===== src/rtl/riscv_lsu_ctrl.sv =====
// riscv_lsu_ctrl: load/store unit controller between execute and the data port.
// Runs the mem req/ack handshake, builds byte lanes, extends loads, flags faults.
module riscv_lsu_ctrl #(
    parameter int unsigned TIMEOUT = 255
) (
    input  logic        clk_i,
    input  logic        arstn_i,
    input  logic        core_req_i,
    input  logic        core_we_i,
    input  logic [2:0]  core_size_i,
    input  logic [31:0] core_addr_i,
    input  logic [31:0] core_wd_i,
    output logic [31:0] core_rd_o,
    output logic        core_stall_o,
    output logic        core_fault_o,
    output logic [1:0]  fault_code_o,
    output logic        mem_req_o,
    output logic        mem_we_o,
    output logic [3:0]  mem_be_o,
    output logic [31:0] mem_addr_o,
    output logic [31:0] mem_wd_o,
    input  logic [31:0] mem_rd_i,
    input  logic        mem_ack_i
);

    typedef enum logic [1:0] {
        IDLE,
        BUSY,
        DONE
    } state_t;

    localparam logic [7:0] CNT_LAST = 8'(TIMEOUT - 1);

    state_t      state_q;
    logic [7:0]  cnt_q;
    logic [2:0]  size_q;
    logic [1:0]  off_q;

    logic        is_byte;
    logic        is_half;
    logic        is_word;
    logic        size_ill;
    logic        misal;
    logic [3:0]  be_d;
    logic [31:0] wd_d;
    logic [31:0] lane;
    logic [31:0] rd_d;

    assign core_stall_o = core_req_i & (state_q != DONE);

    // Decode the incoming request: access width, faults, lanes, store data
    always_comb begin
        is_byte = 1'b0;
        is_half = 1'b0;
        is_word = 1'b0;
        unique case (core_size_i)
            3'd0, 3'd4: is_byte = 1'b1;
            3'd1, 3'd5: is_half = 1'b1;
            3'd2:       is_word = 1'b1;
            default:    ;
        endcase
        size_ill = ~(is_byte | is_half | is_word)
                 | (core_we_i & core_size_i[2]);
        misal = (is_half & core_addr_i[0])
              | (is_word & (|core_addr_i[1:0]));
        be_d = 4'b1111;
        wd_d = core_wd_i;
        if (is_byte) begin
            be_d = 4'b0001 << core_addr_i[1:0];
            wd_d = {4{core_wd_i[7:0]}};
        end else if (is_half) begin
            be_d = 4'b0011 << core_addr_i[1:0];
            wd_d = {2{core_wd_i[15:0]}};
        end
    end

    // Pick the addressed lane out of the read word and extend it
    always_comb begin
        lane = mem_rd_i >> {off_q, 3'b000};
        unique case (size_q)
            3'd0:    rd_d = {{24{lane[7]}}, lane[7:0]};
            3'd1:    rd_d = {{16{lane[15]}}, lane[15:0]};
            3'd4:    rd_d = {24'd0, lane[7:0]};
            3'd5:    rd_d = {16'd0, lane[15:0]};
            default: rd_d = mem_rd_i;
        endcase
    end

    // Access FSM with registered memory, fault and load-data outputs
    always_ff @(posedge clk_i or negedge arstn_i) begin
        if (!arstn_i) begin
            state_q      <= IDLE;
            cnt_q        <= 8'd0;
            size_q       <= 3'd0;
            off_q        <= 2'd0;
            core_rd_o    <= 32'd0;
            core_fault_o <= 1'b0;
            fault_code_o <= 2'd0;
            mem_req_o    <= 1'b0;
            mem_we_o     <= 1'b0;
            mem_be_o     <= 4'd0;
            mem_addr_o   <= 32'd0;
            mem_wd_o     <= 32'd0;
        end else begin
            unique case (state_q)
                IDLE: begin
                    if (core_req_i) begin
                        size_q <= core_size_i;
                        off_q  <= core_addr_i[1:0];
                        if (size_ill) begin
                            state_q      <= DONE;
                            core_fault_o <= 1'b1;
                            fault_code_o <= 2'd2;
                        end else if (misal) begin
                            state_q      <= DONE;
                            core_fault_o <= 1'b1;
                            fault_code_o <= 2'd1;
                        end else begin
                            state_q    <= BUSY;
                            cnt_q      <= 8'd0;
                            mem_req_o  <= 1'b1;
                            mem_we_o   <= core_we_i;
                            mem_be_o   <= be_d;
                            mem_addr_o <= {core_addr_i[31:2], 2'b00};
                            mem_wd_o   <= wd_d;
                        end
                    end
                end
                BUSY: begin
                    if (mem_ack_i || cnt_q == CNT_LAST) begin
                        state_q    <= DONE;
                        mem_req_o  <= 1'b0;
                        mem_we_o   <= 1'b0;
                        mem_be_o   <= 4'd0;
                        mem_addr_o <= 32'd0;
                        mem_wd_o   <= 32'd0;
                        if (mem_ack_i) begin
                            if (!mem_we_o) begin
                                core_rd_o <= rd_d;
                            end
                        end else begin
                            core_fault_o <= 1'b1;
                            fault_code_o <= 2'd3;
                        end
                    end else begin
                        cnt_q <= cnt_q + 8'd1;
                    end
                end
                DONE: begin
                    state_q      <= IDLE;
                    core_fault_o <= 1'b0;
                    fault_code_o <= 2'd0;
                end
                default: state_q <= IDLE;
            endcase
        end
    end

endmodule


===== config.mk =====
export PLATFORM = sky130hd
export DESIGN_NAME = riscv_lsu_ctrl
export DESIGN_NICKNAME = d
export VERILOG_FILES = /design/src/rtl/riscv_lsu_ctrl.sv
export SDC_FILE = /design/constraint.sdc
export NUM_CORES = 1
export LEC_CHECK = 0
export CORE_MARGIN = 3
export CORE_UTILIZATION = 25
export DETAILED_ROUTE_END_ITERATION = 8
export PLACE_DENSITY_LB_ADDON = 0.1
export REMOVE_ABC_BUFFERS = 1
export SLEW_MARGIN = 25
export SYNTH_ARGS = -nofsm -noshare
export SYNTH_HDL_FRONTEND = slang
export SYNTH_SLANG_ARGS = --single-unit

===== constraint.sdc =====
create_clock -name clk_i -period 2.8 [get_ports clk_i]
set_clock_uncertainty 0.2 [all_clocks]
set_input_delay 0.28 -clock clk_i [delete_from_list [all_inputs] [get_ports clk_i]]
set_output_delay 0.28 -clock clk_i [all_outputs]
set_load 0.1 [all_outputs]

Yosys cells after proc, flatten, opt, wreduce, memory -nomap -nowiden
Index checks and enable logic that the tools add are counted.
Widths: inputs -> output; s select.

operators by class
  equal/unequal tests = 18
  $add $sub $neg = 1
  bitwise operators = 10
  reduce and logical (&&, ||, !) cells = 15
  shifts and indexed selects = 3
  muxes and demuxes = 53

operator list
  operator             count
  $mux 32              9
  $pmux 32 s2          2
  $pmux 32 s4          1
  $mux 8               4
  $shr 32x5->16        1
  $mux 4               6
  $mux 2               9
  $pmux 8 s2           1
  $mux 1               15
  $reduce_and 5->1     3
  $ne 2x2->1 const B   7
  $eq 3x3->1 const B   4
  $add 8x1->8 const B  1
  $eq 8x8->1 const B   1
  $pmux 4 s2           1
  $eq 3x1->1 const B   2
  $logic_not 3->1      2
  $pmux 2 s3           1
  $reduce_or 2->1      3
  $and 1x1->1          4
  $or 1x1->1           4
  $pmux 1 s2           2
  $pmux 2 s2           1
  $reduce_and 2->1     2
  other kinds (13)     14

storage, ports and cells
  output and inout bits = 106
  bits of input ports = 104
  flip-flop bits (word level) = 120

Longest topological paths before layout
Gate-level depths: netlist (run 1).

  depth after elaboration = 10
  depth in mapped cells = 10
  mapped depth without buffers = 7

Worst setup path before layout (run 1)
No wires, ideal clock.

  path kind = register to output
  from = reg state_q[0]
  to = out core_stall_o
  cell stages (with the launch flop) = 4
  data required time = 2320 ps
  setup slack = 422 ps
  arrival = 1898 ps
  path through = dfrtp_1 inv_1 ha_1 nor2_1

between the ends
  word-level cells in the longest chain between the ends = 2

RTL lines
  what                      line  RTL
  start: declaration        34    state_t state_q;
  start signal: assignment  92    state_q <= IDLE;
  start signal: assignment  111   state_q <= DONE;
  start signal: assignment  115   state_q <= DONE;
  $ne 2x2->1                49    assign core_stall_o = core_req_i & (state_q != DONE);
  $and 1x1->1               49
  end: declaration          14    output logic core_stall_o,

Every way passes these cells.

Final worst setup path (run 1)
  from = reg state_q[1]
  to = reg cnt_q[6]

between the ends
  word-level cells in the longest chain between the ends = 3

RTL lines
  what                                                              line  RTL
  $eq 2x1->1 or $logic_not 2->1 (tied branches)                     105   unique case (state_q)
  $ne 2x2->1 (no source line) or $reduce_bool 2->1 (tied branches)  --
  $reduce_and 5->1 (no source line)                                 --
  end signal: assignment                                            146   cnt_q <= cnt_q + 8'd1;
  end: declaration                                                  35    logic [7:0] cnt_q;

Parallel ways exist; a longest one is shown, timed or not.
A chain may end at the register's enable or synchronous reset.

==> results_dict.tcl, run 1 <==
set metrics [dict create \
    outcome "finished clean" \
    hold_violations 0 \
    seqCellArea_mm2 0.00295 \
    hold_buffers 1 \
    wire_per_inst_um 17.6 \
    viasPerCell 4.75 \
    fillCellCount 2139 \
    required_ns 2.94 \
    post-route-min-period_ns 2.36 \
    drv_cap 0 \
    synthArstFlopShare 1.00 \
    drtPass1Iterations 4 \
    r2r-start "state_q[1]" \
    reg2reg_to "cnt_q[6]" \
    crit_buf_inv 2 \
    rsz0062_at_grt "false" \
    gp_congestion 0.839 \
    cts_buffer_depth 2 \
    h-tree-depth 4 \
    fin_crit_sh 0.842 \
    via_count 4865 \
    die_w_um 155 \
    cts.clk_slew.worst_paths_ns 0.06 \
    finalSetupTns_ns 0 \
    core_area_mm2 0.0214 \
    setup_violations 0 \
    ys.flop_type "dfrtp_1" \
    multiInputGateArea_mm2 0.00236 \
    antenna_found_initial 0 \
    cp_common_cell "inv_1" \
    finalWirelength_um 18000 \
    overflow 0 \
    cts_setup_buffers 0 \
    cpMaxStageDelayCell "or4_1" \
    grt_max_degree 50 \
    crit_path_end_kind "flop" \
    min_path_type "in -> async" \
    mostFrequentLayoutCell "buf_4" \
    grt_pass1_wl_um 28600 \
    dp_hpwl_um 12900 \
    ctsResizeCount 0 \
    antennaDiodeCount 0 \
    drive_gt1_frac 0.232 \
    ys_types 42 \
    port_buffers 207 \
    route.detailed.drc 0 \
    ys_seq_area_frac 0.533 \
    slew_viol_final 0 \
    avgSynthCellArea_um2 10.6 \
    cts_buffers 17 \
    worst_slack_ns 0.443 \
    dr.first_iter.drc_count 175 \
    ios 210 \
    nets 851 \
    regToRegSetupSlack_ns 0.44 \
    area_growth_pct 51.6 \
    crit_type "reg -> reg" \
    drtAntennaViolNets 0 \
    die_h_um 155 \
    slew_headroom 0.324 \
    cts_sinks 118 \
    rows 53 \
    rr_worst_depth 7 \
    ys_ff_latch 118 \
    utilization 0.392 \
    cp-start-kind "flop" \
    synth-edff-count 0 \
    critPathArrivalTime_ns 2.49 \
    syn_area_mm2 0.00554 \
    track_usage 0.150 \
    slowest_delay_ns 0.50 \
    clk-insertion-delay-late_ns 0.41 \
    worstMarginPinSlew_ns 1.01 \
    critical_path.top_delay_family "simple AND/OR/NAND/NOR gates" \
    first_global_vias 5142 \
    synthCells 524 \
    root_buffer "clkbuf_16" \
    path_cells "inv_1, ha_1, inv_1, nor2_1, a31oi_4, or4_1, a21oi_1" \
    yosys_warnings 0 \
    tritoncts "done" \
    place_ws_ns 0.0159 \
    die_area_mm2 0.0240 \
    final_cell_mix "124 x buf_4, 118 x dfrtp_1, 102 x clkdlybuf4s50_1" \
    clock.fmax_mhz 424 \
    critPathMaxFanout 16 \
    start_util 0.259 \
]
## synth_stat cells (3+ instances only)
cell type,count,area share
o2bb2ai_1,21,0.033
inv_1,10,0.0068
o22ai_1,8,0.0090
nand3_1,34,0.031
a22o_1,48,0.076
nand4_1,5,0.0056
mux2_2,4,0.0081
nor2_1,18,0.012
clkbuf_1,20,0.014
nor2b_1,4,0.0045
ha_1,10,0.023
nand2b_1,3,0.0034
mux2i_1,35,0.063
nand2_1,55,0.037
buf_2,15,0.014
a21oi_1,26,0.023
or3_1,5,0.0056
dfrtp_1,118,0.53
o21ai_0,52,0.047
buf_6,3,0.0061
and2_1,3,0.0034
## registers in the layout, indices dropped and copies added (netlist names)
register,count
mem_addr_o,30
state_q,2
cnt_q,8
size_q,3
mem_be_o,4
core_rd_o,32
fault_code_o,2
off_q,2
mem_we_o,1
mem_wd_o,32
mem_req_o,1
core_fault_o,1
## cell families after synthesis
group           Yosys count  share of synthesized area
flops                   118                      0.533
other cells               1                   0.000677
compound gates          168                      0.212
mux                      40                     0.0754
simple gates            135                      0.113
buf+inv                  52                     0.0440
fa+ha+maj                10                     0.0226
## layer usage
metal  up-vias  global-route usage  part of all wire
li1       2330                   -                 -
met1      2334               0.200              0.44
met2       187               0.230              0.46
met3        14              0.0609             0.089
met4         0              0.0362            0.0090
met5         -                   0                 0
## area by class of cell
type	count	area share
Clock inverter	14	0.0194
Inverter	11	0.00491
Tap cell	275	0.0409
Sequential cell	118	0.351
Multi-Input combinational cell	355	0.281
Clock buffer	18	0.0523
Timing Repair Buffer	234	0.250
## worst max path at each step
| stage | cells past startpoint | start | endpoint | slack (ns) |
|---|---|---|---|---|
| after global placement | 9 | core_addr_i[0] | mem_wd_o[24] | 0.1 |
| after global routing | 7 | state_q[1] | cnt_q[6] | 0.24 |
| final | 7 | state_q[1] | cnt_q[6] | 0.44 |
| after detailed placement | 9 | core_addr_i[0] | mem_wd_o[27] | 0.02 |
| after CTS | 7 | state_q[1] | mem_wd_o[31] | 0.41 |
| after floorplan | 6 | state_q[0] | mem_addr_o[10] | -1.25 |
## through the flow
| stage | cell area, µm² | hold WS [ns] | cells |
|---|---|---|---|
| after floorplan | 5340 | -0.216 | 484 |
| after detailed placement | 7790 | 0.0936 | 992 |
| after CTS | 8400 | 0.205 | 1025 |
| final | 8400 | 0.189 | 1025 |
| after global placement | 7790 | 0.0916 | 992 |
| after global routing | 8400 | 0.228 | 1025 |
Power of run 1 is not shown: default switching activity piles up to over one toggle a cycle in this logic, so the estimate is an artifact.
==> inputs of run 2 (changes only) <==
==> constraint.sdc (replaced) <==
create_clock -name clk_i -period 2.4 [get_ports clk_i]
set_clock_uncertainty 0.2 [all_clocks]
set_input_delay 0.24 -clock clk_i [delete_from_list [all_inputs] [get_ports clk_i]]
set_output_delay 0.24 -clock clk_i [all_outputs]
set_load 0.1 [all_outputs]
==> results_dict.tcl, run 2 (synthesis gave the netlist of run 1 again) <==
set metrics [dict create \
    finalWirelength_um 18000 \
    area_growth_pct 54.0 \
    route.detailed.drc 0 \
    slew_headroom 0.520 \
    cts_buffer_depth 2 \
    cts_setup_buffers 0 \
    final_cell_mix "133 x buf_4, 118 x dfrtp_1, 102 x clkdlybuf4s50_1" \
    path_cells "inv_1, ha_1, inv_1, nor2_1, buf_4, a31oi_4, or4_1, a21oi_1" \
    grt_pass1_wl_um 28900 \
    seqCellArea_mm2 0.00295 \
    finalSetupTns_ns 0 \
    outcome "finished clean" \
    clock.fmax_mhz 476 \
    die_area_mm2 0.0240 \
    root_buffer "clkbuf_16" \
    ios 210 \
    h-tree-depth 4 \
    critPathMaxFanout 12 \
    post_dp_cell_area_mm2 0.00790 \
    crit_type "reg -> reg" \
    cp-start-kind "flop" \
    holdWs_ns 0.222 \
    worstMarginPinSlew_ns 0.721 \
    post-route-min-period_ns 2.10 \
    hold_buffers 1 \
    core_area_mm2 0.0214 \
    overflow 0 \
    mostFrequentLayoutCell "buf_4" \
    final_cell_area_mm2 0.00854 \
    rsz0062_at_grt "false" \
    drtPass1Iterations 5 \
    reg_top3 "core_rd_o: 32 flops, mem_wd_o: 32 flops, mem_addr_o: 30 flops" \
    crit_buf_inv 3 \
    slowest_delay_ns 0.49 \
    via_count 4934 \
    setup_violations 0 \
    die_w_um 155 \
    rows 53 \
    dr.first_iter.drc_count 193 \
    start_util 0.259 \
    cts_buffers 17 \
    grt_max_degree 119 \
    hold_path_depth 2 \
    gp_congestion 0.854 \
    antenna_found_initial 0 \
    nets 862 \
    clk-insertion-delay-late_ns 0.41 \
    crit_path_end_kind "flop" \
    wire_per_inst_um 17.4 \
    drive_gt1_frac 0.242 \
    fillCellCount 2103 \
    drv_cap 0 \
    cts.clk_slew.worst_paths_ns 0.06 \
    cp.depth 8 \
    antennaDiodeCount 0 \
    track_usage 0.151 \
    viasPerCell 4.76 \
    ctsResizeCount 0 \
    port_buffers 207 \
    critical_path.top_delay_family "simple AND/OR/NAND/NOR gates" \
    cp_common_cell "inv_1" \
    fin_crit_sh 0.876 \
    fin_cells 1036 \
    rr_worst_depth 8 \
    multiInputGateArea_mm2 0.00236 \
    critPathArrivalTime_ns 2.24 \
    drtAntennaViolNets 0 \
    dpl.cell_count 1003 \
    dp_hpwl_um 12900 \
    cts_sinks 118 \
    hold_violations 0 \
    min_path_type "in -> reg" \
    first_global_vias 5214 \
    slew_viol_final 0 \
    cpMaxStageDelayCell "or4_1" \
    required_ns 2.53 \
    tritoncts "done" \
    die_h_um 155 \
]
-- run 2: path summary, 6_finish.rpt --
check / startpoint / to / slack, ns
worst max-delay path: state_q[1] / cnt_q[6] / 0.30
worst min-delay path: core_addr_i[12] / mem_addr_o[12] / 0.22
worst max register to register: state_q[1] / cnt_q[6] / 0.30
worst min register to register: mem_req_o / mem_req_o / 0.28
max in group asynchronous: arstn_i / mem_be_o[1] / 1.20
min in group asynchronous: arstn_i / core_rd_o[5] / 0.25
-- run 2: area by class of cell --
| class | instances | area share |
|---|---|---|
| flip-flops and latches | 118 | 0.346 |
| multi-input cells | 355 | 0.277 |
| repair buffers | 245 | 0.259 |
| clock buffers | 20 | 0.0523 |
| well taps | 275 | 0.0403 |
| clock inverters | 12 | 0.0208 |
| inverters | 11 | 0.00484 |
-- run 2: per-stage QoR --
step,worst slack [ns],utilization
6_report,0.297,0.399
3_5_place_dp,-0.105,0.369
5_1_grt,0.115,0.399
3_3_place_gp,-0.0474,0.369
2_1_floorplan,-1.65,-
4_1_cts,0.275,0.398
-- run 2: per-layer routing --
| layer | track usage | share of wire | up-vias |
|---|---|---|---|
| li1 | - | - | 2353 |
| met1 | 0.199 | 0.45 | 2390 |
| met2 | 0.230 | 0.45 | 173 |
| met3 | 0.0606 | 0.085 | 18 |
| met4 | 0.0421 | 0.011 | 0 |
| met5 | 0 | 0 | - |
Power of run 2 is left out for the same reason.
==> inputs of run 3 (changes only) <==
--- a/config.mk
+++ b/config.mk
@@ -8,8 +8,8 @@
 export CORE_MARGIN = 3
 export CORE_UTILIZATION = 25
 export DETAILED_ROUTE_END_ITERATION = 8
+export HOLD_SLACK_MARGIN = 0.03
 export PLACE_DENSITY_LB_ADDON = 0.1
-export REMOVE_ABC_BUFFERS = 1
 export SLEW_MARGIN = 25
 export SYNTH_ARGS = -nofsm -noshare
 export SYNTH_HDL_FRONTEND = slang
==> results_dict.tcl, run 3 (synthesis gave the netlist of run 1 again) <==
set metrics [dict create \
    finalWirelength_um 18400 \
    first_global_vias 5159 \
    met1_usage 0.210 \
    cp-start-kind "flop" \
    crit_path_end_kind "flop" \
    ios 210 \
    die_h_um 155 \
    min_path_type "in -> reg" \
    gp_congestion 0.826 \
    dp_hpwl_um 13500 \
    cpMaxStageDelayCell "dfrtp_1" \
    track_usage 0.153 \
    setup_violations 0 \
    area_growth_pct 53.0 \
    cts.clk_slew.worst_paths_ns 0.06 \
    finalSetupTns_ns 0 \
    root_buffer "clkbuf_16" \
    clk-insertion-delay-late_ns 0.41 \
    worstMarginPinSlew_ns 0.976 \
    critPathMaxFanout 41 \
    required_ns 2.49 \
    r2r-start "state_q[1]" \
    drive_gt1_frac 0.240 \
    rr_worst_depth 8 \
    critPathArrivalTime_ns 2.24 \
    drv_cap 0 \
    regToRegSetupSlack_ns 0.25 \
    cp_common_cell "inv_1" \
    cts_buffer_depth 2 \
    place_ws_ns -0.117 \
    use_met3 0.0426 \
    post-route-min-period_ns 2.15 \
    slowest_delay_ns 0.40 \
    port_buffers 207 \
    worst_slack_ns 0.250 \
    nets 859 \
    fin_crit_sh 0.896 \
    drtPass1Iterations 4 \
    overflow 0 \
    grt_pass1_wl_um 29100 \
    outcome "finished clean" \
    rsz0062_at_grt "false" \
    wire_per_inst_um 17.8 \
    hold_path_depth 2 \
    dr.first_iter.drc_count 181 \
    via_count 4923 \
    final_cell_area_mm2 0.00848 \
    cts_setup_buffers 0 \
    path_cells "inv_1, ha_1, inv_1, nor2_1, buf_4, o21ai_4, buf_12, a22o_1" \
    holdWs_ns 0.226 \
    start_util 0.259 \
    post_dp_cell_area_mm2 0.00786 \
    reg_top3 "core_rd_o: 32 flops, mem_wd_o: 32 flops, mem_addr_o: 30 flops" \
    route.detailed.drc 0 \
    viasPerCell 4.77 \
    grt_max_degree 119 \
    min-delay-start "core_addr_i[26]" \
    cts_sinks 118 \
    final_cell_mix "131 x buf_4, 118 x dfrtp_1, 102 x clkdlybuf4s50_1" \
    antenna_found_initial 0 \
    holdPathEnd "mem_addr_o[26]" \
    hold_violations 0 \
    clock.fmax_mhz 465 \
    h-tree-depth 4 \
    slew_headroom 0.347 \
    slew_viol_final 0 \
    reg2reg_to "mem_addr_o[24]" \
    die_area_mm2 0.0240 \
    die_w_um 155 \
    crit_type "reg -> reg" \
    globalRouteMet2Util 0.234 \
    drtAntennaViolNets 0 \
    mostFrequentLayoutCell "buf_4" \
    busiest_layer "met2" \
    antennaDiodeCount 0 \
    rows 53 \
    cts_buffers 17 \
    tritoncts "done" \
    core_area_mm2 0.0214 \
]
-- run 3: worst max-delay path by stage --
stage,cells after the start,end,startpoint
after floorplan,3,core_stall_o,state_q[0]
after global placement,9,mem_addr_o[13],core_addr_i[0]
after detailed placement,9,mem_addr_o[10],core_addr_i[0]
after CTS,4,core_rd_o[15],size_q[1]
after global routing,7,cnt_q[6],state_q[1]
final,8,mem_addr_o[24],state_q[1]
-- run 3: final cells by class --
cell class / instances / area, µm²
Timing Repair Buffer: 242 / 2170
Inverter: 11 / 41.3
Sequential cell: 118 / 2950
Clock inverter: 14 / 176
Fill cell: 2124 / 12900
Tap cell: 275 / 344
Clock buffer: 17 / 425
Multi-Input combinational cell: 355 / 2360
-- run 3: what timing repair did --
| action | CTS | global route |
|---|---|---|
| hold endpoints to repair | 118 | 0 |
| resized for setup | 0 | 1 |
| endpoints found under the setup margin | 0 | 1 |
| hold buffers | 1 | 0 |
-- run 3: per-layer routing --
metal | routed length, µm | part of all wire | up-vias
li1 | - | - | 2356
met1 | 8290 | 0.45 | 2391
met2 | 8520 | 0.46 | 155
met3 | 1250 | 0.068 | 21
met4 | 326 | 0.018 | 0
met5 | 0 | 0 | -
-- run 3: per-stage QoR --
| stage | util | instances |
|---|---|---|
| floorplan | - | 525 |
| global placement | 0.367 | 1000 |
| detailed placement | 0.367 | 1000 |
| CTS | 0.396 | 1032 |
| global route | 0.396 | 1032 |
| finish | 0.396 | 1032 |
-- run 3: worst max-delay path: cells and delay by family (launching register included) --
kind	cells	cell delay, ns
adder cells (fa/ha/maj)	1	0.29
AO/OA/AOI/OAI	2	0.32
flip-flops	1	0.40
buffers and inverters	4	0.59
AND/OR/NAND/NOR	1	0.22
Power of run 3 is left out for the same reason.
